--- config.mk ---
export PLATFORM = sky130hd
export DESIGN_NAME = morse_game_ctrl_multi
export DESIGN_NICKNAME = d
export VERILOG_FILES = /design/src/rtl/morse_game_pkg.sv /design/src/rtl/morse_game_ctrl_multi_score.sv /design/src/rtl/morse_game_ctrl_multi.sv
export SDC_FILE = /design/constraint.sdc
export NUM_CORES = 1
export LEC_CHECK = 0
export CELL_PAD_IN_SITES_DETAIL_PLACEMENT = 0
export CELL_PAD_IN_SITES_GLOBAL_PLACEMENT = 1
export CORE_ASPECT_RATIO = 1.1
export CORE_MARGIN = 2
export CORE_UTILIZATION = 37
export CTS_BUF_LIST = sky130_fd_sc_hd__clkbuf_8
export DETAILED_ROUTE_END_ITERATION = 12
export PLACE_DENSITY = 0.76
export SLEW_MARGIN = 20
export SYNTH_ARGS = -nofsm -noshare
export SYNTH_HDL_FRONTEND = slang
export SYNTH_SLANG_ARGS = --single-unit
--- constraint.sdc ---
create_clock -name clk -period 1.7 [get_ports clk]
set_input_delay 0.425 -clock clk [delete_from_list [all_inputs] [get_ports clk]]
set_output_delay 0.425 -clock clk [all_outputs]
set_load 0.02 [all_outputs]
--- src/rtl/morse_game_pkg.sv ---
// Shared types for the Morse quiz game controller: FSM states, BCD digit type
// and score sizing helpers.
package morse_game_pkg;

   typedef enum logic [2:0] {
      IDLE       = 3'd0,
      RECONFIG   = 3'd1,
      WAIT_START = 3'd2,
      ISSUE      = 3'd3,
      WAIT_ANS   = 3'd4,
      COMPARE    = 3'd5,
      GAME_OVER  = 3'd6
   } state_t;

   typedef logic [3:0] bcd_digit_t;

   localparam bcd_digit_t BCD_MAX = 4'd9;

   function automatic int scoreWidth(input int digits);
      return 4 * digits;
   endfunction

   // States in which a round is in progress and a symbol is on the display.
   function automatic logic isActive(input state_t s);
      return (s == ISSUE) || (s == WAIT_ANS) || (s == COMPARE);
   endfunction

endpackage

--- src/rtl/morse_game_ctrl_multi_score.sv ---
// Multi-digit BCD score counter with synchronous clear, increment and
// saturation at all-nines.
module bcd_score_counter
   import morse_game_pkg::*;
#(
   parameter int SCORE_DIGITS = 2
) (
   input  logic                                clk,
   input  logic                                rst,
   input  logic                                clr_i,
   input  logic                                inc_i,
   output logic [scoreWidth(SCORE_DIGITS)-1:0] score_o,
   output logic                                sat_o
);

   localparam int SCORE_W = scoreWidth(SCORE_DIGITS);

   logic [SCORE_W-1:0] score_q, score_d;
   logic               carry;
   bcd_digit_t         digit;

   always_comb begin
      sat_o = 1'b1;
      for (int i = 0; i < SCORE_DIGITS; i++) begin
         if (score_q[4*i +: 4] != BCD_MAX) sat_o = 1'b0;
      end
   end

   // Ripple the carry upward; once saturated the increment is dropped so the
   // score never wraps back to zero.
   always_comb begin
      score_d = score_q;
      carry   = inc_i & ~sat_o;
      digit   = '0;
      for (int i = 0; i < SCORE_DIGITS; i++) begin
         digit = score_q[4*i +: 4];
         if (carry) begin
            if (digit == BCD_MAX) begin
               score_d[4*i +: 4] = '0;
            end else begin
               score_d[4*i +: 4] = digit + 4'd1;
               carry             = 1'b0;
            end
         end
      end
      if (clr_i) score_d = '0;
   end

   always_ff @(posedge clk) begin
      if (!rst) score_q <= '0;
      else      score_q <= score_d;
   end

   assign score_o = score_q;

endmodule

--- src/rtl/morse_game_ctrl_multi.sv ---
// Game-control FSM for the Morse quiz: ROM reconfig, symbol issue, answer
// timing, scoring, lives and session logout.
module morse_game_ctrl_multi
   import morse_game_pkg::*;
#(
   parameter int SYM_W        = 4,
   parameter int SCORE_DIGITS = 2,
   parameter int MAX_LIVES    = 3,
   parameter int ROUND_CYCLES = 1000
) (
   input  logic                      clk,
   input  logic                      rst,
   input  logic                      logged_in_i,
   input  logic                      game_start_i,
   input  logic                      logout_i,
   input  logic                      timeout_i,
   input  logic [SYM_W-1:0]          morse_number_i,
   input  logic                      load_i,
   input  logic [SYM_W-1:0]          user_input_i,
   output logic                      reconfig_o,
   output logic                      enable_o,
   output logic [SYM_W-1:0]          number_o,
   output logic [4*SCORE_DIGITS-1:0] score_bcd_o,
   output logic                      correct_o,
   output logic [3:0]                lives_left_o,
   output logic                      game_over_o,
   output logic                      logout_ack_o
);

   localparam int               TMR_W      = (ROUND_CYCLES > 1) ? $clog2(ROUND_CYCLES) : 1;
   localparam logic [TMR_W-1:0] TMR_LAST   = TMR_W'(ROUND_CYCLES - 1);
   localparam logic [3:0]       LIVES_INIT = 4'(MAX_LIVES);

   state_t                    state_q, state_d;
   logic [SYM_W-1:0]          number_q, number_d;
   logic [SYM_W-1:0]          entry_q, entry_d;
   logic [TMR_W-1:0]          timer_q, timer_d;
   logic [3:0]                lives_q, lives_d;
   logic                      correct_q, correct_d;
   logic                      expired_q, expired_d;
   logic                      logout_ack_q, logout_ack_d;
   logic                      roundEnd, isMatch, compareEn;
   logic                      scoreInc, scoreClr, scoreSat;
   logic [4*SCORE_DIGITS-1:0] scoreVal;

   // A round ends on an answer or on the last permitted cycle; an expired
   // round can never match, so it counts as a wrong answer.
   assign roundEnd = load_i | (timer_q == TMR_LAST);
   assign isMatch  = ~expired_q & (entry_q == number_q);

   always_ff @(posedge clk) begin
      if (!rst) state_q <= IDLE;
      else      state_q <= state_d;
   end

   always_comb begin
      state_d      = state_q;
      logout_ack_d = 1'b0;
      case (state_q)
         IDLE: begin
            if (logged_in_i) state_d = RECONFIG;
         end
         RECONFIG: begin
            state_d = WAIT_START;
         end
         WAIT_START: begin
            if (logout_i) begin
               state_d      = IDLE;
               logout_ack_d = 1'b1;
            end else if (game_start_i) begin
               state_d = ISSUE;
            end
         end
         ISSUE: begin
            if (logout_i) begin
               state_d      = IDLE;
               logout_ack_d = 1'b1;
            end else if (timeout_i) begin
               state_d = GAME_OVER;
            end else begin
               state_d = WAIT_ANS;
            end
         end
         WAIT_ANS: begin
            if (logout_i) begin
               state_d      = IDLE;
               logout_ack_d = 1'b1;
            end else if (timeout_i) begin
               state_d = GAME_OVER;
            end else if (roundEnd) begin
               state_d = COMPARE;
            end
         end
         COMPARE: begin
            if (logout_i) begin
               state_d      = IDLE;
               logout_ack_d = 1'b1;
            end else if (timeout_i) begin
               state_d = GAME_OVER;
            end else if (!isMatch && (lives_q <= 4'd1)) begin
               state_d = GAME_OVER;
            end else begin
               state_d = ISSUE;
            end
         end
         GAME_OVER: begin
            if (logout_i) begin
               state_d      = IDLE;
               logout_ack_d = 1'b1;
            end else if (game_start_i) begin
               state_d = RECONFIG;
            end
         end
         default: begin
            state_d = IDLE;
         end
      endcase
   end

   // Score, lives and result are reinitialised on the way into IDLE or
   // RECONFIG so they already read as fresh values in those states.
   always_comb begin
      compareEn = (state_q == COMPARE) & ~logout_i & ~timeout_i;
      scoreClr  = (state_d == IDLE) | (state_d == RECONFIG);
      scoreInc  = compareEn & isMatch & ~scoreSat;

      number_d = number_q;
      if (state_q == ISSUE) number_d = morse_number_i;
      if (!isActive(state_d)) number_d = '0;

      timer_d = timer_q;
      if (state_q == ISSUE)         timer_d = '0;
      else if (state_q == WAIT_ANS) timer_d = timer_q + 1'b1;

      entry_d   = entry_q;
      expired_d = expired_q;
      if (state_q == WAIT_ANS) begin
         if (load_i) begin
            entry_d   = user_input_i;
            expired_d = 1'b0;
         end else if (timer_q == TMR_LAST) begin
            expired_d = 1'b1;
         end
      end
      if (scoreClr) begin
         entry_d   = '0;
         expired_d = 1'b0;
      end

      lives_d   = lives_q;
      correct_d = correct_q;
      if (scoreClr) begin
         lives_d   = LIVES_INIT;
         correct_d = 1'b0;
      end else if (compareEn) begin
         correct_d = isMatch;
         if (!isMatch) lives_d = lives_q - 4'd1;
      end
   end

   always_ff @(posedge clk) begin
      if (!rst) begin
         number_q     <= '0;
         entry_q      <= '0;
         timer_q      <= '0;
         lives_q      <= LIVES_INIT;
         correct_q    <= 1'b0;
         expired_q    <= 1'b0;
         logout_ack_q <= 1'b0;
      end else begin
         number_q     <= number_d;
         entry_q      <= entry_d;
         timer_q      <= timer_d;
         lives_q      <= lives_d;
         correct_q    <= correct_d;
         expired_q    <= expired_d;
         logout_ack_q <= logout_ack_d;
      end
   end

   bcd_score_counter #(
      .SCORE_DIGITS(SCORE_DIGITS)
   ) u_score (
      .clk    (clk),
      .rst    (rst),
      .clr_i  (scoreClr),
      .inc_i  (scoreInc),
      .score_o(scoreVal),
      .sat_o  (scoreSat)
   );

   always_comb begin
      reconfig_o   = 1'b0;
      enable_o     = 1'b0;
      number_o     = '0;
      score_bcd_o  = '0;
      correct_o    = 1'b0;
      lives_left_o = LIVES_INIT;
      game_over_o  = 1'b0;
      logout_ack_o = 1'b0;
      case (state_q)
         IDLE, RECONFIG, WAIT_START, ISSUE, WAIT_ANS, COMPARE, GAME_OVER: begin
            reconfig_o   = (state_q == RECONFIG);
            enable_o     = isActive(state_q);
            number_o     = number_q;
            score_bcd_o  = scoreVal;
            correct_o    = correct_q;
            lives_left_o = lives_q;
            game_over_o  = (state_q == GAME_OVER);
            logout_ack_o = logout_ack_q;
         end
         default: begin
         end
      endcase
   end

endmodule

==> metrics.txt <==
row count 28; outcome complete, but fails checks; pin count of the biggest net entering global routing 23; cell depth of the worst setup path 7; Overflow after GRT 0; Post-synth EDFFs 0; crit path max fanout 6; vias per cell 5.32; cells after synthesis 238; Synth Warn # 0; DP HPWL 4200 µm; height of the die 83.1 µm; start of the worst register-to-register path state_q[1]; Slowest cell on crit path dfxtp_4; Crit. Startpoint state_q[1]; biggest cell delay along the critical path 0.36 ns; critical path's top delay family compound AO/OA/AOI/OAI gates; P_sw 0.519 mW; most used cells in the layout excluding fill and tap cells buf_4, buf_6, dfxtp_1; Synth async-reset ratio 0; CP Class reg -> reg; CTS clk-pin slew, worst paths 0.08 ns; initial antenna violation count 0; post-route cell area 0.00390 mm²; clock root cell clkbuf_8; Final Setup Violations 32; post-synth cell types 52; CTS tree done; Worst Skew 0.0130 ns; Synth Register Bits 36; Die X 75.9 µm; RD Place Congestion 0.781; reg2reg path depth 7; Total GRT Usage 0.220; Net Sw Frac 0.265; Max Cap Viol 0; die area 0.00630 mm²; Wirelength per Cell 16.9 µm; Primary FF master, synth dfxtp_1; Hold Crit Class reg -> reg; fmax 550 MHz; Final Critical Period 1.82 ns; DR pass1 iterations 4; Required @ worst endpoint 1.90 ns; Post-Syn Nets 256; setup slack, reg-to-reg -0.12 ns; Lkg Pwr 1.49 nW; n_diodes 0; sequential power share 0.436; maximum vdd ir drop 0.000469 V; hold bufs inserted after CTS 0; DR vias 2342; Worst Path Buf+Inv 3; core area 0.00543 mm²; commonest non-fill, non-tap cell in the layout buf_4; H-tree levels 2; Combinational Power Share 0.175; measured slew at the worst slew-check pin 0.466 ns; kind of end point of the critical path flop; clk buf depth 2; total CTS buffers 5; worst-path cell chain buf_6, inv_2, nand3_2, buf_4, a31o_1, a32o_2, a2111oi_4; setup TNS -2.00 ns; Area after DPL 0.00299 mm²; Arr. time, crit path 2.02 ns; P_int 1.44 mW; Residual DRC 0; Avg Cell Area, Syn 8.83 µm²; synthesized area 0.00210 mm²; # IOs 36; CP Launch Type flop; Nets 382; 1st-iter DRT viols 139; Hold Crit Depth 2; failing checks setup timing; Starting Density 0.387; PD cells 502 mW/mm²; fin worst setup slack -0.117 ns; clk sink count 36; Relative slew margins 0.685; vias in the first global route 2274; Clock Power Share 0.388; Layout area overhead 85.6%; fin crit share 1.07; Port Buffer Count 35; Clk Latency, worst-skew pair 0.30 ns; Slew Limit Fails 0; Final Hold Vio Count 0; Total Routed Length 7450 µm; Final ANT Viol Nets 0; HP Start correct_q; RSZ-0062 raised after global routing yes; first-pass GRT wire length 10800 µm; hold_ws 0.487 ns; layout cells sized above 1 0.600; post-synthesis sequential area ratio 0.343; total power 1.96 mW
==> stage by stage <==
| step | setup WS, ns | utilization | instances |
|---|---|---|---|
| after global routing | -0.191 | 0.718 | 440 |
| after CTS | -0.0746 | 0.656 | 427 |
| final | -0.117 | 0.718 | 440 |
| after floorplan | 0.0174 | - | 238 |
| after detailed placement | -0.707 | 0.550 | 398 |
| after global placement | -0.650 | 0.550 | 398 |
==> routing by layer <==
metal / wire [µm] / track usage / vias to the layer above / part of all wire
met2: 3950 / 0.379 / 68 / 0.53
met3: 335 / 0.0376 / 9 / 0.045
met5: 0 / 0 / - / 0
met4: 88 / 0.0558 / 0 / 0.012
li1: - / - / 1123 / -
met1: 3080 / 0.275 / 1142 / 0.41
==> final cells by class <==
class	instances	area (µm²)
fill	367	1530
clock buffer	5	68.8
inverter	9	41.3
timing repair buffer	131	1140
multi-input combinational	181	1770
sequential	36	747
tap	75	93.8
clock inverter	3	38.8
==> worst reg2reg max path, stage by stage (launching register included) <==
cell       delay (ns)
dfxtp_4          0.36
buf_6            0.13
inv_2            0.09
nand3_2          0.12
buf_4            0.18
a31o_1           0.19
a32o_2           0.30
a2111oi_4        0.35
==> flip-flops by register name (all words and copies together) (netlist names) <==
register	cells
u_score.score_o	8
timer_q	10
lives_q	4
logout_ack_q	1
correct_q	1
entry_q	4
expired_q	1
state_q	3
number_q	4
==> synth_stat cells, types with 6 or more instances <==
| master | number | share of area |
|---|---|---|
| mux2i_1 | 9 | 0.043 |
| xnor2_1 | 7 | 0.029 |
| nor2_1 | 17 | 0.030 |
| inv_1 | 7 | 0.013 |
| nand4_1 | 6 | 0.018 |
| xor2_1 | 11 | 0.046 |
| nand2_1 | 15 | 0.027 |
| a211oi_1 | 13 | 0.046 |
| and2_1 | 18 | 0.054 |
| nand3_1 | 12 | 0.029 |
| a21oi_1 | 11 | 0.026 |
| dfxtp_1 | 36 | 0.34 |
==> final timing paths <==
check                                    to
worst max-delay path            number_q[0]
worst min-delay path              correct_q
worst max register to register  number_q[0]
worst min register to register    correct_q
==> power groups by stage <==
stage	clock, mW	combinational [mW]	sequential [mW]
after CTS	0.756	0.292	0.856
after floorplan	0	0.102	0.870
after global placement	0	0.215	0.872
after detailed placement	0	0.216	0.872
after global routing	0.816	0.357	0.854
final	0.760	0.343	0.854
==> repair_timing <==
item                       4_1_cts  5_1_grt
cloned                           1        0
gates resized for setup        186       52
buffers inserted                21       15
setup endpoints to repair       48       47
pin swaps                       32       34
==> kinds of logic after synthesis <==
family          share of synthesized area
xor+xnor                           0.0750
buf+inv                            0.0512
mux                                0.0429
fa+ha+maj                          0.0179
flops                               0.343
simple gates                        0.285
compound gates                      0.185
(Power assumes the default switching activity.)
